==> src/rtl/wb_port_arbiter.sv <==
// Round-robin arbiter sharing the 64-bit register-file writeback port between
// the ALU path (requester 0) and the load unit (requester 1), with a one-entry output slot.

module mux2_64 (
    input  logic        sel,
    input  logic [63:0] in0,
    input  logic [63:0] in1,
    output logic [63:0] out
);
    assign out = sel ? in1 : in0;
endmodule

module wb_port_arbiter #(
    parameter int DATA_W = 64,
    parameter int REG_W  = 5,
    parameter int CNT_W  = 16
) (
    input  logic              clk,
    input  logic              rst_n,
    input  logic              req0_valid,
    input  logic [DATA_W-1:0] req0_data,
    input  logic [REG_W-1:0]  req0_rd,
    output logic              req0_ready,
    input  logic              req1_valid,
    input  logic [DATA_W-1:0] req1_data,
    input  logic [REG_W-1:0]  req1_rd,
    output logic              req1_ready,
    output logic              out_valid,
    output logic [DATA_W-1:0] out_data,
    output logic [REG_W-1:0]  out_rd,
    output logic              out_src,
    input  logic              out_ready,
    output logic [CNT_W-1:0]  conflict_cnt
);
    logic              out_valid_r;
    logic [DATA_W-1:0] out_data_r;
    logic [REG_W-1:0]  out_rd_r;
    logic              out_src_r;
    logic              pri_r;
    logic [CNT_W-1:0]  conflict_cnt_r;

    logic              slot_free_s;
    logic              grant_valid_s;
    logic              grant_s;
    logic [DATA_W-1:0] win_data_s;
    logic [REG_W-1:0]  win_rd_s;
    logic              contention_s;

    assign slot_free_s = !out_valid_r || out_ready;

    // Grant selection: pointer breaks ties, a lone requester always wins.
    always_comb begin
        grant_valid_s = 1'b0;
        grant_s       = 1'b0;
        if (!slot_free_s) begin
            grant_valid_s = 1'b0;
            grant_s       = 1'b0;
        end else if (req0_valid && req1_valid) begin
            grant_valid_s = 1'b1;
            grant_s       = pri_r;
        end else if (req0_valid) begin
            grant_valid_s = 1'b1;
            grant_s       = 1'b0;
        end else if (req1_valid) begin
            grant_valid_s = 1'b1;
            grant_s       = 1'b1;
        end else begin
            grant_valid_s = 1'b0;
            grant_s       = 1'b0;
        end
    end

    assign req0_ready = grant_valid_s && (grant_s == 1'b0);
    assign req1_ready = grant_valid_s && (grant_s == 1'b1);

    mux2_64 u_data_mux (
        .sel (grant_s),
        .in0 (req0_data),
        .in1 (req1_data),
        .out (win_data_s)
    );

    assign win_rd_s = grant_s ? req1_rd : req0_rd;

    // Both valid means at least one is refused, since only one ready can be high.
    assign contention_s = req0_valid && req1_valid && !(req0_ready && req1_ready);

    // Output slot and priority pointer; writes to x0 are acknowledged but dropped.
    always_ff @(posedge clk or negedge rst_n) begin
        if (!rst_n) begin
            out_valid_r <= 1'b0;
            out_data_r  <= {DATA_W{1'b0}};
            out_rd_r    <= {REG_W{1'b0}};
            out_src_r   <= 1'b0;
            pri_r       <= 1'b0;
        end else if (slot_free_s) begin
            if (grant_valid_s) begin
                pri_r <= ~grant_s;
                if (win_rd_s != {REG_W{1'b0}}) begin
                    out_valid_r <= 1'b1;
                    out_data_r  <= win_data_s;
                    out_rd_r    <= win_rd_s;
                    out_src_r   <= grant_s;
                end else begin
                    out_valid_r <= 1'b0;
                end
            end else begin
                out_valid_r <= 1'b0;
            end
        end
    end

    // Saturating contention counter, cleared only by reset.
    always_ff @(posedge clk or negedge rst_n) begin
        if (!rst_n) begin
            conflict_cnt_r <= {CNT_W{1'b0}};
        end else if (contention_s && (conflict_cnt_r != {CNT_W{1'b1}})) begin
            conflict_cnt_r <= conflict_cnt_r + {{(CNT_W-1){1'b0}}, 1'b1};
        end
    end

    assign out_valid    = out_valid_r;
    assign out_data     = out_data_r;
    assign out_rd       = out_rd_r;
    assign out_src      = out_src_r;
    assign conflict_cnt = conflict_cnt_r;
endmodule

==> config.mk <==
export PLATFORM = sky130hd
export DESIGN_NAME = wb_port_arbiter
export DESIGN_NICKNAME = d
export VERILOG_FILES = /design/src/rtl/wb_port_arbiter.sv
export SDC_FILE = /design/constraint.sdc
export NUM_CORES = 1
export LEC_CHECK = 0
export BUFFER_PORTS_ARGS = -buffer_cell sky130_fd_sc_hd__buf_2
export CAP_MARGIN = 20
export CORE_MARGIN = 5
export CORE_UTILIZATION = 47
export DETAILED_ROUTE_END_ITERATION = 6
export PLACE_DENSITY = 0.9
export SYNTH_ARGS = -nofsm -noshare
export SYNTH_HDL_FRONTEND = slang
export SYNTH_SLANG_ARGS = --single-unit
==> constraint.sdc <==
create_clock -name clk -period 2.6 [get_ports clk]
set_input_delay 0.26 -clock clk [delete_from_list [all_inputs] [get_ports clk]]
set_output_delay 0.26 -clock clk [all_outputs]
set_load 0.01 [all_outputs]
# --- Yosys cells after proc, flatten, opt, wreduce, memory -nomap -nowiden ---
# Index checks and enable logic that the tools add are counted.
classes:
  reduce_logical: 12
  bitwise_logic: 1
  eq_ne: 1
  muxes: 11
  addsub: 1
op_table:
  columns: ["operator", "count"]
  rows:
  - ["$mux W64", 1]
  - ["$add A16 B1 Y16 const B", 1]
  - ["$ne A16 B16 Y1 const B", 1]
  - ["$mux W1", 9]
  - ["$logic_and A1 B1 Y1", 6]
  - ["$mux W5", 1]
  - ["$reduce_bool A5 Y1", 1]
  - ["$reduce_and A3 Y1", 1]
  - ["$logic_not A1 Y1", 2]
  - ["$reduce_and A2 Y1", 1]
  - ["$logic_or A1 B1 Y1", 1]
  - ["$not A1 Y1", 1]
word_totals:
  ff_bits: 88
  word_cells: 32
  input_bits: 143
  output_inout_bits: 89

# --- Depth between registers and ports, before layout ---
logic_depth:
  depth_word: 10
  depth_mapped: 9
  depth_no_buf: 5

# --- Hierarchy ---
# From an unflattened synthesis, not the netlist that was laid out.
unflattened:
  hier_cells: 315
  area_unflattened_um2: 4739.5
by_module_without_submodules:
  columns: ["module", "seq_area_each_um2", "area_each_um2", "n_inst", "cells_per_inst"]
  rows:
  - ["wb_port_arbiter", 2202.1, 3662.3, 1, 244]
  - ["mux2_64", 0.0, 1077.3, 1, 71]

# --- Worst setup path after synthesis ---
# OpenSTA, ideal clock, no wires.
synth_timing:
  path_kind: "input-to-reg"
  startpoint: "input port req0_rd[2]"
  endpoint: "register out_data_r[13], in the netlist out_data[13]"
  setup_slack_ns: 0.890
  t_arrival_ns: 1.586
  n_path_buf: 3
  setup_ns: 0.124
  t_required_ns: 2.476
  stages: 7
  cell_sequence: "or4_4 -> a311oi_1 -> a211o_1 -> buf_4 -> buf_6 -> buf_12 -> a21oi_2"
synth_via:
  elab_chain_cells: 3
synth_rtl:
  columns: ["item", "line", "source"]
  rows:
  - ["from (decl)", "22", "input logic [REG_W-1:0] req0_rd,"]
  - ["$mux W5", "83", "assign win_rd_s = grant_s ? req1_rd : req0_rd;"]
  - ["$reduce_bool A5 Y1", "99", "if (win_rd_s != {REG_W{1'b0}}) begin"]
  - ["$reduce_and A3 Y1 (no line)", null, null]
  - ["to (signal assigned)", "92", "out_data_r <= {DATA_W{1'b0}};"]
  - ["to (signal assigned)", "101", "out_data_r <= win_data_s;"]
  - ["to (decl)", "36", "logic [DATA_W-1:0] out_data_r;"]
# Every way passes these cells.
# A chain may end at the register's enable or synchronous reset.

# --- Final worst setup path ---
layout_timing:
  startpoint: "register out_valid_r, in the netlist out_valid"
  endpoint: "register out_data_r[36], in the netlist out_data[36]"
layout_via:
  elab_chain_cells: 6
  word_cells_on_any_way: 8
  classes_between: "mux (4); reduce/logical (4)"
layout_rtl:
  columns: ["item", "line", "source"]
  rows:
  - ["from (decl)", "35", "logic out_valid_r;"]
  - ["from (signal assigned)", "91", "out_valid_r <= 1'b0;"]
  - ["from (signal assigned)", "100", "out_valid_r <= 1'b1;"]
  - ["from (signal assigned)", "105", "out_valid_r <= 1'b0;"]
  - ["$logic_not A1 Y1 *", "49", "assign slot_free_s = !out_valid_r || out_ready;"]
  - ["$logic_or A1 B1 Y1 *", "49", null]
  - ["$mux W1", "55", "if (!slot_free_s) begin"]
  - ["$mux W5", "83", null]
  - ["$reduce_bool A5 Y1", "99", null]
  - ["$reduce_and A3 Y1 (no line)", null, null]
# Every way passes the cells marked *; elsewhere a longest branch is shown, timed or not.

==> summary.md <==
The post-route netlist has 44.8% of its cells at a drive strength greater than 1. Data on the critical path arrives at its endpoint at 2.08 ns. The min-delay analysis places its worst path in the category in -> reg.

By area the synthesized netlist is led by sky130_fd_sc_hd__dfrtp_1 55%, sky130_fd_sc_hd__o22ai_1 11%, sky130_fd_sc_hd__inv_1 6.7%. The relative slew slack came out at 62.4%. The largest fanout on the critical path is 40. The die is 102 um tall. The number of placed instances, taps included, is 713.

The final non-filler cell total is 728. The number of clock sinks was 88. For the number of placed I/O pins, the log shows 232. Setup repair after global routing left no endpoint under its margin. In the final layout, the multi-input gates occupy 1380 um^2.

The first detailed-routing pass took 5 iterations. The worst register-to-register path begins at out_valid$_DFFE_PN0P_. The number of antenna violations at the first check in global routing was 0; the count of cells resized by post-cts repair was 0. In the post-route analysis, the smallest setup slack over all paths is 0.710 ns.

At the end of the flow, the number of nets in the layout was 764. Summed over all cells, the static leakage comes to 2.86 nW. The worst register-to-register path has a depth of 6.

First-pass GRT wire length: 17800 um. End point of the worst hold path: out_data[32]$_DFFE_PN0P_. The tools report the number of global-route vias before repair as 3917. The buffers plus inverters on the worst setup path is 2, and the post-route clock skew is 0.00909 ns. The end of the worst register-to-register path was out_data[36]$_DFFE_PN0P_.

For this design the ratio of total power to cell area is 713 nW/um^2. Number of standard-cell rows in the floorplan: 33. The critical path is of the reg -> reg type. The detail-routed net length per standard cell works out to 16.3 um. The dominant register cell in the synthesized netlist was sky130_fd_sc_hd__dfrtp_1. The starting density of the core was 48.3%.

The cell taking the most area after synthesis was sky130_fd_sc_hd__dfrtp_1. Global routing used 21.7% of the available tracks. The standard cell with the maximum stage delay on the critical path was sky130_fd_sc_hd__buf_4. TritonCTS created 9 clock buffers. Each instance of the synthesized netlist takes up on average 10.1 um^2.

0 antenna diodes ended up in the layout. Final-report hold violation count: 0. The hold path depth was 3. After clock tree synthesis, the clock-pin slew on the worst setup and hold paths is 0.08 ns. In this run, synthesis produced a sequential element count of 88.

Across all register-to-register paths, the minimum setup slack is 0.71 ns. On the worst path, the slowest cell contributes a delay of 0.41 ns. The overall routed net length was 11900 um; the buffer depth of the longest clock path was 2.

At the worst endpoint, the required time is 2.79 ns. TritonCTS built the clock tree. The HPWL after detailed placement is 9360 um.

The flow ran to the end, and the final reports show no timing, DRC or antenna violations. For the pin with the worst max-slew slack, the measured transition is 0.563 ns. At the later pin of the worst-skew pair, clock insertion delay measures 0.33 ns. For this block, the initial DRC count from the detailed router was 110. The floorplan step set the die width to 102 um. Traced cell by cell, the critical path runs through nand2b_1, nand3_1, inv_1, a211o_2, buf_4, a21oi_1.

The final number of setup-violating endpoints was 0. The number of remaining DRC errors is 0. Once placement finished, the instance area stood at 5210 um^2. Routed via count: 3857. The final period utilization was 72.7%; the synthesized area was 3990 um^2. The floorplan step defined a die boundary enclosing 10400 um^2. The tools report the pre-CTS setup slack as 0.462 ns.

The layout-stage area growth over the synthesis result is 35.1%, and the pin count of the biggest net entering global routing is 46. The Yosys step of the flow raised 0 warnings. The worst path in the final design needs a cycle of 1.89 ns, including I/O delays and setup.

When the netlist entered floorplanning its net count stood at 540. STA classifies the critical path endpoint as a flop. The run gives 5390 um^2 as the final design area excluding fillers.

Worst ir drop on vdd: 314 uV. Total power for the finished layout comes to 3.85 mW. The storage element area came out at 2200 um^2. Synthesis produced 396 cells. The synthesized design contains 0 enable-type register cells. The count of different cell masters after synthesis was 39; the global route total overflow was 0. Count of pins over their slew limit: 0. In this run the remaining antenna-violating nets after routing total 0.

The start point of the worst hold path was req0_data[32]. Routability-driven placement finished with a final weighted congestion of 0.954. The count of buffers from port buffering works out to 231. The region available for standard cell placement spans 8260 um^2. For the final-layout fill cell count, the log shows 673. Grouping stages by cell kind, the critical path spends the most delay in buffers and inverters.

The clock tree synthesis step divided the H-tree into 3 levels. For this run, the register share of the synthesized area comes to 55.2%. Timing would allow up to 529 MHz. The total negative slack for setup checks came out at 0 ns.

The most common cell in the synthesized netlist is sky130_fd_sc_hd__dfrtp_1. The reported max-cap violation count came out at 0. The commonest cells after synthesis are 88 x sky130_fd_sc_hd__dfrtp_1, 71 x sky130_fd_sc_hd__inv_1, 68 x sky130_fd_sc_hd__o22ai_1. STA classifies the critical path startpoint as a flop.

In the routed layout, each cell is associated on average with a via count of 5.30. CTS placed an instance of sky130_fd_sc_hd__clkbuf_8 at the clock tree root. The top cell type's share of synthesized area is 55.2%. In the synthesized netlist the async set-or-reset flop fraction comes to 100%.
per-layer routing:
layer  global-route usage (%)  wire length [um]
met1                     24.8              4230
met2                     40.4              6280
met3                     3.75              1080
met4                     7.97               255
met5                        0                 0
sequential cells by signal, indices dropped and copies added (netlist names):
name and count:
out_data 64, conflict_cnt 16, out_rd 5, out_src 1, out_valid 1, pri_r 1
worst max path at each step:
stage                                startpoint                        to  slack [ns]  cells after the start
after floorplan                      req0_rd[2]  out_data[13]$_DFFE_PN0P_        0.89                      7
after global placement               req0_rd[2]  out_data[34]$_DFFE_PN0P_        0.56                      6
after detailed placement             req0_rd[2]  out_data[36]$_DFFE_PN0P_        0.46                      6
after CTS                 out_valid$_DFFE_PN0P_  out_data[36]$_DFFE_PN0P_        0.69                      6
after global routing      out_valid$_DFFE_PN0P_  out_data[40]$_DFFE_PN0P_        0.53                      6
final                     out_valid$_DFFE_PN0P_  out_data[36]$_DFFE_PN0P_        0.71                      6
where the power goes:
| part | switching [mW] | leakage, nW | internal, mW |
|---|---|---|---|
| combinational | 0.661 | 1.78 | 0.498 |
| sequential | 0.187 | 0.998 | 1.64 |
| clock | 0.430 | 0.0880 | 0.431 |
stage by stage:
step / utilization (%) / hold WS (ns)
2_1_floorplan: - / -0.0356
3_3_place_gp: 63.1 / 0.286
3_5_place_dp: 63.1 / 0.292
4_1_cts: 65.3 / 0.175
5_1_grt: 65.3 / 0.195
6_report: 65.3 / 0.192
layout by cell type (no fill, tap or decap), types with 6 or more instances in the layout:
cell type                  synthesis  routed
sky130_fd_sc_hd__nand3_1           6       6
sky130_fd_sc_hd__nand4_1           7       7
sky130_fd_sc_hd__a21oi_1          53      53
sky130_fd_sc_hd__clkbuf_8          0       9
sky130_fd_sc_hd__xnor2_1           6       6
sky130_fd_sc_hd__xor2_1            6       6
sky130_fd_sc_hd__buf_4             6       7
sky130_fd_sc_hd__nand2_1           7       7
sky130_fd_sc_hd__inv_1            71      71
sky130_fd_sc_hd__dfrtp_1          88      88
sky130_fd_sc_hd__buf_2            15     230
sky130_fd_sc_hd__o22ai_1          68      68
sky130_fd_sc_hd__a21oi_2          19      19
worst min-delay path: cells and delay by family:
family / cells / cell delay (ns)
AO/OA/AOI/OAI: 2 / 0.15
buffers and inverters: 1 / 0.08
cell type report:
| class | count | area share, % |
|---|---|---|
| flip-flops and latches | 88 | 40.8 |
| repair buffers | 239 | 22.9 |
| clock buffers | 10 | 2.37 |
| inverters | 71 | 4.94 |
| clock inverters | 4 | 0.882 |
| multi-input cells | 211 | 25.7 |
| well taps | 105 | 2.44 |
cell families after synthesis:
kind of cell / after synthesis / synth area share (%)
compound gates: 153 / 24.4
buf+inv: 97 / 10.8
flops: 88 / 55.2
simple gates: 42 / 5.86
xor+xnor: 12 / 2.63
mux: 3 / 0.815
fa+ha+maj: 1 / 0.313
timing repair:
| item | CTS | global route |
|---|---|---|
| hold buffers | 1 | 0 |
| buffers inserted | 0 | 0 |
| endpoints found under the hold margin | 44 | 0 |
No activity file was read; power rests on OpenSTA's default activity.
